[config.mk]
export PLATFORM = sky130hd
export DESIGN_NAME = div_32x16_seq
export DESIGN_NICKNAME = d
export VERILOG_FILES = /design/src/rtl/div_pkg.sv /design/src/rtl/div_step.sv /design/src/rtl/div_32x16_seq.sv
export SDC_FILE = /design/constraint.sdc
export NUM_CORES = 1
export LEC_CHECK = 0
export CAP_MARGIN = 20
export CORE_UTILIZATION = 25
export CTS_CLUSTER_DIAMETER = 120
export CTS_CLUSTER_SIZE = 16
export DETAILED_ROUTE_END_ITERATION = 10
export PLACE_DENSITY = 0.55
export SYNTH_ARGS = -nofsm -noshare
export SYNTH_HDL_FRONTEND = slang
export SYNTH_SLANG_ARGS = --single-unit
[constraint.sdc]
create_clock -name clk -period 3.45 [get_ports clk]
set_input_delay 0.5175 -clock clk [delete_from_list [all_inputs] [get_ports clk]]
set_output_delay 0.5175 -clock clk [all_outputs]
set_load 0.01 [all_outputs]
[src/rtl/div_pkg.sv]
`default_nettype none
// ============================================================================
//  Module      : div_pkg
//  Description : Shared types and constants for the sequential restoring
//                divider (div_32x16_seq) and its iteration step (div_step).
//                Contents:
//                  div_state_e   - controller state encoding
//                  DIV_WIDTH_DEFAULT - default divisor/quotient width
//                  div_cnt_width - iteration counter width for a given WIDTH
//  Revision    : 1.0 - initial release
// ============================================================================
package div_pkg;

    localparam int DIV_WIDTH_DEFAULT = 16;

    typedef enum logic [1:0] {
        IDLE  = 2'd0,
        CHECK = 2'd1,
        RUN   = 2'd2,
        DONE  = 2'd3
    } div_state_e;

    // Counter must hold 0..WIDTH-1; a 1-bit floor keeps degenerate widths legal.
    function automatic int div_cnt_width(input int width);
        return (width > 1) ? $clog2(width) : 1;
    endfunction

endpackage
`default_nettype wire

[src/rtl/div_step.sv]
`default_nettype none
// ============================================================================
//  Module      : div_step
//  Description : One combinational restoring-division iteration. Shifts the
//                next dividend bit into the partial remainder and subtracts
//                the divisor when it fits.
//  Ports       : r_i       [WIDTH-1:0] partial remainder (always < divisor)
//                q_bit_i               next dividend bit shifted in
//                divisor_i [WIDTH-1:0] divisor
//                r_o       [WIDTH-1:0] updated partial remainder
//                bit_o                 resulting quotient bit
//  Revision    : 1.0 - initial release
// ============================================================================
module div_step #(
    parameter int WIDTH = 16
) (
    input  logic [WIDTH-1:0] r_i,
    input  logic             q_bit_i,
    input  logic [WIDTH-1:0] divisor_i,
    output logic [WIDTH-1:0] r_o,
    output logic             bit_o
);

    logic [WIDTH:0]   w_t;
    logic             w_ge;
    logic [WIDTH-1:0] w_diff;

    always_comb begin
        w_t    = {r_i, q_bit_i};
        w_ge   = (w_t >= {1'b0, divisor_i});
        // When T >= divisor the true difference is < divisor, so a WIDTH-bit
        // modular subtraction of the low bits yields the exact result.
        w_diff = w_t[WIDTH-1:0] - divisor_i;
        r_o    = w_ge ? w_diff : w_t[WIDTH-1:0];
        bit_o  = w_ge;
    end

endmodule
`default_nettype wire

[src/rtl/div_32x16_seq.sv]
`default_nettype none
// ============================================================================
//  Module      : div_32x16_seq
//  Description : Sequential restoring divider, 2*WIDTH-bit dividend by
//                WIDTH-bit divisor, one quotient bit per clock. Divide-by-zero
//                and quotient overflow are detected up front and take a
//                two-cycle fast path.
//  Ports       : clk, rst (sync, active high)
//                start                  request, accepted in IDLE or DONE
//                dividend [2*WIDTH-1:0] captured on accepted start
//                divisor  [WIDTH-1:0]   captured on accepted start
//                sgn                    signed mode (DIV_SIGNED_EN only)
//                busy                   high while iterating
//                done                   one-cycle result-valid pulse
//                quotient, remainder    results, held until next result
//                div_zero, overflow     status flags, held with results
//  Config      : `define DIV_SIGNED_EN adds the sgn port and two's complement
//                operand support; default build is unsigned only.
//  Revision    : 1.0 - initial release
// ============================================================================
module div_32x16_seq
    import div_pkg::*;
#(
    parameter int WIDTH = DIV_WIDTH_DEFAULT
) (
    input  logic               clk,
    input  logic               rst,
    input  logic               start,
    input  logic [2*WIDTH-1:0] dividend,
    input  logic [WIDTH-1:0]   divisor,
`ifdef DIV_SIGNED_EN
    input  logic               sgn,
`endif
    output logic               busy,
    output logic               done,
    output logic [WIDTH-1:0]   quotient,
    output logic [WIDTH-1:0]   remainder,
    output logic               div_zero,
    output logic               overflow
);

    localparam int               CNT_W    = div_cnt_width(WIDTH);
    localparam logic [WIDTH-1:0] ALL_ONES = {WIDTH{1'b1}};

    div_state_e       state_q;
    logic [CNT_W-1:0] cnt_q;
    // rem_q:quo_q hold the raw dividend in CHECK, then the working R and Q.
    logic [WIDTH-1:0] rem_q;
    logic [WIDTH-1:0] quo_q;
    logic [WIDTH-1:0] dvsr_q;
    logic             busy_q;
    logic             done_q;
    logic [WIDTH-1:0] quotient_q;
    logic [WIDTH-1:0] remainder_q;
    logic             div_zero_q;
    logic             overflow_q;

    logic [WIDTH-1:0]   rem_d;
    logic [WIDTH-1:0]   quo_d;
    logic               w_bit;
    logic               w_accept;
    logic [2*WIDTH-1:0] w_dvd_mag;
    logic [WIDTH-1:0]   w_dvs_mag;
    logic [WIDTH-1:0]   w_res_quo;
    logic [WIDTH-1:0]   w_res_rem;
    logic               w_res_ovf;

    div_step #(
        .WIDTH (WIDTH)
    ) u_step (
        .r_i       (rem_q),
        .q_bit_i   (quo_q[WIDTH-1]),
        .divisor_i (dvsr_q),
        .r_o       (rem_d),
        .bit_o     (w_bit)
    );

    assign quo_d    = {quo_q[WIDTH-2:0], w_bit};
    assign w_accept = start && ((state_q == IDLE) || (state_q == DONE));

`ifdef DIV_SIGNED_EN
    logic sgn_q;
    logic neg_quo_q;
    logic neg_rem_q;
    logic w_dvd_neg;
    logic w_dvs_neg;

    localparam logic [WIDTH-1:0] LIM_POS = {1'b0, {(WIDTH-1){1'b1}}};
    localparam logic [WIDTH-1:0] LIM_NEG = {1'b1, {(WIDTH-1){1'b0}}};

    always_comb begin
        w_dvd_neg = sgn_q & rem_q[WIDTH-1];
        w_dvs_neg = sgn_q & dvsr_q[WIDTH-1];
        w_dvd_mag = w_dvd_neg ? -{rem_q, quo_q} : {rem_q, quo_q};
        w_dvs_mag = w_dvs_neg ? -dvsr_q : dvsr_q;
        // A negative result may reach -2^(W-1); a positive one only 2^(W-1)-1.
        w_res_ovf = sgn_q & (neg_quo_q ? (quo_d > LIM_NEG) : (quo_d > LIM_POS));
        w_res_quo = w_res_ovf ? ALL_ONES : (neg_quo_q ? -quo_d : quo_d);
        w_res_rem = w_res_ovf ? ALL_ONES : (neg_rem_q ? -rem_d : rem_d);
    end
`else
    always_comb begin
        w_dvd_mag = {rem_q, quo_q};
        w_dvs_mag = dvsr_q;
        w_res_ovf = 1'b0;
        w_res_quo = quo_d;
        w_res_rem = rem_d;
    end
`endif

    always_ff @(posedge clk) begin
        if (rst) begin
            state_q     <= IDLE;
            cnt_q       <= '0;
            rem_q       <= '0;
            quo_q       <= '0;
            dvsr_q      <= '0;
            busy_q      <= 1'b0;
            done_q      <= 1'b0;
            quotient_q  <= '0;
            remainder_q <= '0;
            div_zero_q  <= 1'b0;
            overflow_q  <= 1'b0;
`ifdef DIV_SIGNED_EN
            sgn_q       <= 1'b0;
            neg_quo_q   <= 1'b0;
            neg_rem_q   <= 1'b0;
`endif
        end else begin
            done_q <= 1'b0;
            if (w_accept) begin
                state_q    <= CHECK;
                rem_q      <= dividend[2*WIDTH-1:WIDTH];
                quo_q      <= dividend[WIDTH-1:0];
                dvsr_q     <= divisor;
                div_zero_q <= 1'b0;
                overflow_q <= 1'b0;
`ifdef DIV_SIGNED_EN
                sgn_q      <= sgn;
`endif
            end else begin
                case (state_q)
                    IDLE: ;
                    CHECK: begin
                        if (w_dvs_mag == '0) begin
                            div_zero_q  <= 1'b1;
                            quotient_q  <= ALL_ONES;
                            remainder_q <= quo_q;
                            done_q      <= 1'b1;
                            state_q     <= DONE;
                        end else if (w_dvd_mag[2*WIDTH-1:WIDTH] >= w_dvs_mag) begin
                            overflow_q  <= 1'b1;
                            quotient_q  <= ALL_ONES;
                            remainder_q <= ALL_ONES;
                            done_q      <= 1'b1;
                            state_q     <= DONE;
                        end else begin
                            rem_q   <= w_dvd_mag[2*WIDTH-1:WIDTH];
                            quo_q   <= w_dvd_mag[WIDTH-1:0];
                            dvsr_q  <= w_dvs_mag;
                            cnt_q   <= '0;
                            busy_q  <= 1'b1;
                            state_q <= RUN;
`ifdef DIV_SIGNED_EN
                            neg_quo_q <= w_dvd_neg ^ w_dvs_neg;
                            neg_rem_q <= w_dvd_neg;
`endif
                        end
                    end
                    RUN: begin
                        rem_q <= rem_d;
                        quo_q <= quo_d;
                        cnt_q <= cnt_q + CNT_W'(1);
                        if (cnt_q == CNT_W'(WIDTH - 1)) begin
                            busy_q      <= 1'b0;
                            done_q      <= 1'b1;
                            quotient_q  <= w_res_quo;
                            remainder_q <= w_res_rem;
                            overflow_q  <= w_res_ovf;
                            state_q     <= DONE;
                        end
                    end
                    DONE: state_q <= IDLE;
                    default: state_q <= IDLE;
                endcase
            end
        end
    end

    assign busy      = busy_q;
    assign done      = done_q;
    assign quotient  = quotient_q;
    assign remainder = remainder_q;
    assign div_zero  = div_zero_q;
    assign overflow  = overflow_q;

endmodule
`default_nettype wire
Word-level counts from Yosys, hierarchy flattened
Cells that the tools add are included.
W data, S select, Z words.
Storage, ports and cells
  register bits after elaboration: 90
  input port bits: 51
  output and inout port bits: 36
  logic and storage cells: 74
Operators by class
  add/sub/neg operators: 2
  $lt $le $gt $ge: 2
  eq/ne operators: 10
  muxes and demuxes: 31
  bitwise gates (word level): 1
  reductions and logical operators: 16
Operator list (number)
  $mux W16: 10
  $pmux W16 S2: 2
  $ge A17 B16 Y1: 1
  $ge A16 B16 Y1: 1
  $logic_not A16 Y1: 1
  $sub A16 B16 Y16: 1
  $reduce_and A4 Y1: 3
  $mux W1: 11
  $mux W4: 2
  $ne A2 B2 Y1 const B: 4
  $pmux W4 S2: 1
  $ne A3 B3 Y1 const B: 2
  $pmux W1 S2: 3
  $pmux W2 S3: 1
  $reduce_and A2 Y1: 3
  $reduce_and A5 Y1: 1
  $add A4 B1 Y4 const B: 1
  $eq A2 B2 Y1 const B: 2
  $eq A4 B4 Y1 const B: 1
  $reduce_bool A2 Y1: 2
  $reduce_bool A4 Y1: 1
  $reduce_bool A3 Y1: 1
  $eq A2 B1 Y1 const B: 1
  $logic_not A2 Y1: 1
  other kinds (5): 5

Depth between registers and ports, before layout
  word-level depth: 5
  gate-level depth with buffers: 11
  depth with buffers taken out: 10

Hierarchy
Synthesis repeated with hierarchy kept, for this count alone.
Second synthesis, totals
  cell total of the unflattened synthesis: 643
  area total of the unflattened synthesis: 5440.2 sq um
Modules (own cells, without submodules)
  div_32x16_seq: times used 1, cells each 487, area an instance 4275.4 sq um, sequential area each 1801.7 sq um
  div_step: times used 1, cells each 156, area an instance 1164.9 sq um, sequential area each 0.0 sq um

Worst setup path after synthesis
OpenSTA, ideal clock, no wires.
  kind: reg2reg
  start: register quo_q[15]
  end: register remainder_q[12], in the netlist remainder[12]
  library setup time: 0.101 ns
  arrival: 2.328 ns
  data required time: 3.349 ns
  path slack: 1.021 ns
  stages on the path, launching flop included: 11
  buffers on the path: 0
  period minus slack after synthesis: 2.429 ns
  cells stage by stage: dfxtp_1 > inv_1 > ha_1 > fa_1 > nor2b_1 > o31ai_2 > a211oi_1 > nor2_1 > o311ai_0 > a21boi_1 > o41ai_1
Between the ends
  longest elaborated chain between the ends: 4
  elaborated cells between the ends (all ways): 5
  those cells by class: add/sub (1); order compare (1); mux (3)
RTL lines
  start: declaration: RTL line div_32x16_seq.sv:49  | logic [WIDTH-1:0] quo_q;
  start signal: assignment: RTL line div_32x16_seq.sv:134  | quo_q <= dividend[WIDTH-1:0];
  start signal: assignment: RTL line div_32x16_seq.sv:159  | quo_q <= w_dvd_mag[WIDTH-1:0];
  start signal: assignment: RTL line div_32x16_seq.sv:172  | quo_q <= quo_d;
  $sub A16 B16 Y16 or $ge A17 B16 Y1 (tied branches): RTL line div_step.sv:33, div_step.sv:30
  $mux W16 (*): RTL line div_step.sv:34  | r_o = w_ge ? w_diff : w_t[WIDTH-1:0];
  $mux W16 (*): RTL line div_32x16_seq.sv:174  | if (cnt_q == CNT_W'(WIDTH - 1)) begin
  $pmux W16 S2 (*): RTL line div_32x16_seq.sv:142  | case (state_q)
  end signal: assignment: RTL line div_32x16_seq.sv:148  | remainder_q <= quo_q;
  end signal: assignment: RTL line div_32x16_seq.sv:178  | remainder_q <= w_res_rem;
  end: declaration: RTL line div_32x16_seq.sv:54  | logic [WIDTH-1:0] remainder_q;
Mark *: on every way between the ends. The rest lies on a longest branch, timed or not. The select of a mux whose other input is x is not followed.
A chain may end at the register's enable or synchronous reset.

Worst setup path after layout
  start: register dvsr_q[4]
  end: register rem_q[15]
Between the ends
  longest elaborated chain between the ends: 4
  elaborated cells between the ends (all ways): 5
  those cells by class: add/sub (1); order compare (1); mux (3)
RTL lines
  start: declaration: RTL line div_32x16_seq.sv:50  | logic [WIDTH-1:0] dvsr_q;
  start signal: assignment: RTL line div_32x16_seq.sv:135  | dvsr_q <= divisor;
  start signal: assignment: RTL line div_32x16_seq.sv:160  | dvsr_q <= w_dvs_mag;
  $sub A16 B16 Y16 or $ge A17 B16 Y1 (tied branches): RTL line div_step.sv:33, div_step.sv:30
  $mux W16 (*): RTL line div_step.sv:34
  $mux W16 (*): RTL line div_32x16_seq.sv:142
  $mux W16 (*): RTL line div_32x16_seq.sv:131  | if (w_accept) begin
  end signal: assignment: RTL line div_32x16_seq.sv:133  | rem_q <= dividend[2*WIDTH-1:WIDTH];
  end signal: assignment: RTL line div_32x16_seq.sv:158  | rem_q <= w_dvd_mag[2*WIDTH-1:WIDTH];
  end signal: assignment: RTL line div_32x16_seq.sv:171  | rem_q <= rem_d;
  end: declaration: RTL line div_32x16_seq.sv:48  | logic [WIDTH-1:0] rem_q;
Marked as above.

==> metrics.md <==
| Metric | Value |
|---|---|
| Reg2Reg Depth | `9` |
| Area leader, netlist | `dfxtp_1` |
| Drt via density | `~5.1` |
| Commonest cells after routing, fill and taps aside | `dfxtp_1, clkdlybuf4s50_1, nand2_1` |
| Synthesized area | `5286 sq um` |
| Most used DFF post-synth | `dfxtp_1` |
| Placement row count | `52` |
| Number of antenna diodes | `0` |
| TritonCTS clock tree | `built` |
| Least-Margin Pin Slew | `924.8 ps` |
| Clk buf depth | `2` |
| Die Area | `21730 sq um` |
| Largest family of logic cells by synthesized area | `compound AO/OA/AOI/OAI gates` |
| Clock slew at reported path FFs | `70 ps` |
| CTS root buffer | `clkbuf_16` |
| Simple-gate share of the synthesized area | `0.1652` |
| Hold Vio Cnt, Final | `0` |
| Crit start category | `flop` |
| Worst path required time | `between 3000 and 4000 ps` |
| H-tree levels | `3` |
| ANT nets after route | `0` |
| Fraction of layout cells with a size suffix above 1 | `0.05924` |
| Final setup margin | `345.2 ps` |
| Hold path cells | `2` |
| Leading cell type in the layout, fill and taps excluded | `dfxtp_1` |
| Tmin final | `between 3000 and 4000 ps` |
| Adder-cell share of the synthesized area | `0.09373` |
| Post-synth EDFFs | `0` |
| Setup Skew | `9.706 ps` |
| WS Path Type | `flop to flop` |
| Max-cap violations | `0` |
| Compound-Gate Fraction of Synth Area | `0.2753` |
| Placer congestion estimate | `0.8435` |
| Post-Synth XOR/XNOR Area | `0.01491` |
| Overflow after GRT | `0` |
| IR drop worst, VDD | `0.0004623 V` |
| Ports | `87` |
| Avg WL per Cell | `16.59 um` |
| Seq/Total Area, Yosys | `0.3408` |
| Die Wd | `147.4 um` |
| Pin count of the biggest net entering global routing | `84` |
| Power, Total | `0.007650 W` |
| Rel. slew slack | `0.3822` |
| Mux cell area share after synthesis | `0.03432` |
| DRT Pass-1 Iters | `5` |
| Starting Density | `0.2579` |
| Crit path max fanout | `18` |
| Clock latency on the worst-skew pair | `350 ps` |
| 1st-iter DRT viols | `435` |
| Flops & latches, synth | `90` |
| Period utilization | `0.9000` |
| Vias in the first global route | `4749` |
| Postcts setup bufs | `0` |
| Initial antenna violation count | `0` |
| GRT Util Overall | `0.1527` |
| DP HPWL | `roughly 12000 um` |
| Power density cells | `about 1100 nW/um^2` |
| Yosys synthesis warning count | `0` |
| PortBufs | `86` |
| Final setup vio count | `0` |
| Vias | `4959` |
| Post-route cell area | `6696 sq um` |
| Syn_nets | `728` |
| Nets@finish | `794` |
| Synth unique cells | `58` |
| Outcome | `finished clean` |
| Final WL | `16240 um` |
| Slew Limit Fails | `0` |
| Total CTS buffers | `9` |
| Clk sinks | `90` |
| Type of the worst min-delay path | `flop to flop` |
| Synthesized area per cell | `slightly above 8 sq um` |
| Synth top area share | `0.3408` |
| Place WS | `around 130 ps` |
| Unrepaired setup endpoints after global routing | `no` |
| Die height | `around 150 um` |
| Worst EP arrival | `3300 ps` |
| Fin util | `0.3267` |
| Layout Area Growth over Synthesis | `26.67%` |
| First-pass GRT wire length | `between 20000 and 30000 um` |
| Post-synthesis async set-or-reset flop share | `0` |
| Core Region | `a little over 20000 sq um` |
| DRC | `0` |
| Total negative slack | `0 ps` |
| Synth Instances | `638` |
| Highest clock rate | `0.3221 GHz` |
| Leak pwr | `2.581 nW` |
| Capturing element type of the critical path | `flop` |
| Ranking of synthesized cells by area | `dfxtp_1, ha_1, nand2_1` |
| Post-DP Area | `6382 sq um` |
worst paths after layout:
check              startpoint     endpoint  slack [ps]
setup reg to reg    dvsr_q[4]    rem_q[15]         350
hold / removal    quotient[4]  quotient[4]         470
hold reg to reg   quotient[4]  quotient[4]         470
setup / recovery    dvsr_q[4]    rem_q[15]         350
logic make-up after synthesis:
group	after synthesis
compound gates	196
simple gates	187
buf+inv	99
flops	90
fa+ha+maj	39
mux	18
xor+xnor	9
final cells by class:
type,instances,area (sq um)
Clock buffer,10,229.0
Multi-Input combinational cell,449,3098
Timing Repair Buffer,96,947.2
Tap cell,270,337.8
Fill cell,2170,13800
Inverter,58,217.7
Clock inverter,6,65.06
Sequential cell,90,1802
layer usage:
layer / wire, um / track usage / up-vias
li1: - / - / 2467
met1: 8104 / 0.2181 / 2350
met2: 6976 / 0.2250 / 124
met3: 903 / 0.03920 / 18
met4: 257 / 0.04227 / 0
met5: 0 / 0 / -
report_power, final:
group | total, W | switching (W) | internal, W
registers | 0.00177 | 0.000353 | 0.00142
logic | 0.00488 | 0.00292 | 0.00196
clock network | 0.00100 | 0.000439 | 0.000563
total | 0.00765 | 0.00371 | 0.00394
critical path, cell delays in order (launching register included):
cell	delay [ps]
dfxtp_1	360
inv_1	80
ha_1	350
a21o_1	210
nor3_2	280
a2111oi_4	150
o211ai_4	510
nand2_1	320
a311oi_1	520
o32ai_1	160
through the flow:
step / hold slack [ps] / instances
6_report: 465.6 / 979
5_1_grt: 482.7 / 979
4_1_cts: 468.0 / 978
3_5_place_dp: 457.9 / 962
3_3_place_gp: 458.6 / 962
2_1_floorplan: 449.0 / 638
sequential cells by signal, summed over array words and instances, names as in the netlist:
name       cells
overflow       1
busy           1
quotient      16
done           1
quo_q         16
state_q        2
rem_q         16
cnt_q          4
div_zero       1
dvsr_q        16
remainder     16
Yosys cell counts (6+ instances only):
library cell,count
dfxtp_1,90
nand2_1,60
inv_1,56
nor2_1,48
a21oi_1,43
ha_1,38
nand3_1,36
clkbuf_1,31
a211oi_1,24
o21ai_0,23
a221oi_1,17
mux2i_1,17
o41ai_1,15
a21o_1,14
o32ai_1,10
a31oi_1,7
nand4_1,6
nor4_1,6
o31ai_1,6
xor2_1,6
repair_timing:
| action | in CTS | in global routing |
|---|---|---|
| hold buffers | 0 | 0 |
| setup endpoints to repair | 0 | 7 |
| resized for setup | 0 | 1 |
No activity file was read; power rests on OpenSTA's default activity.
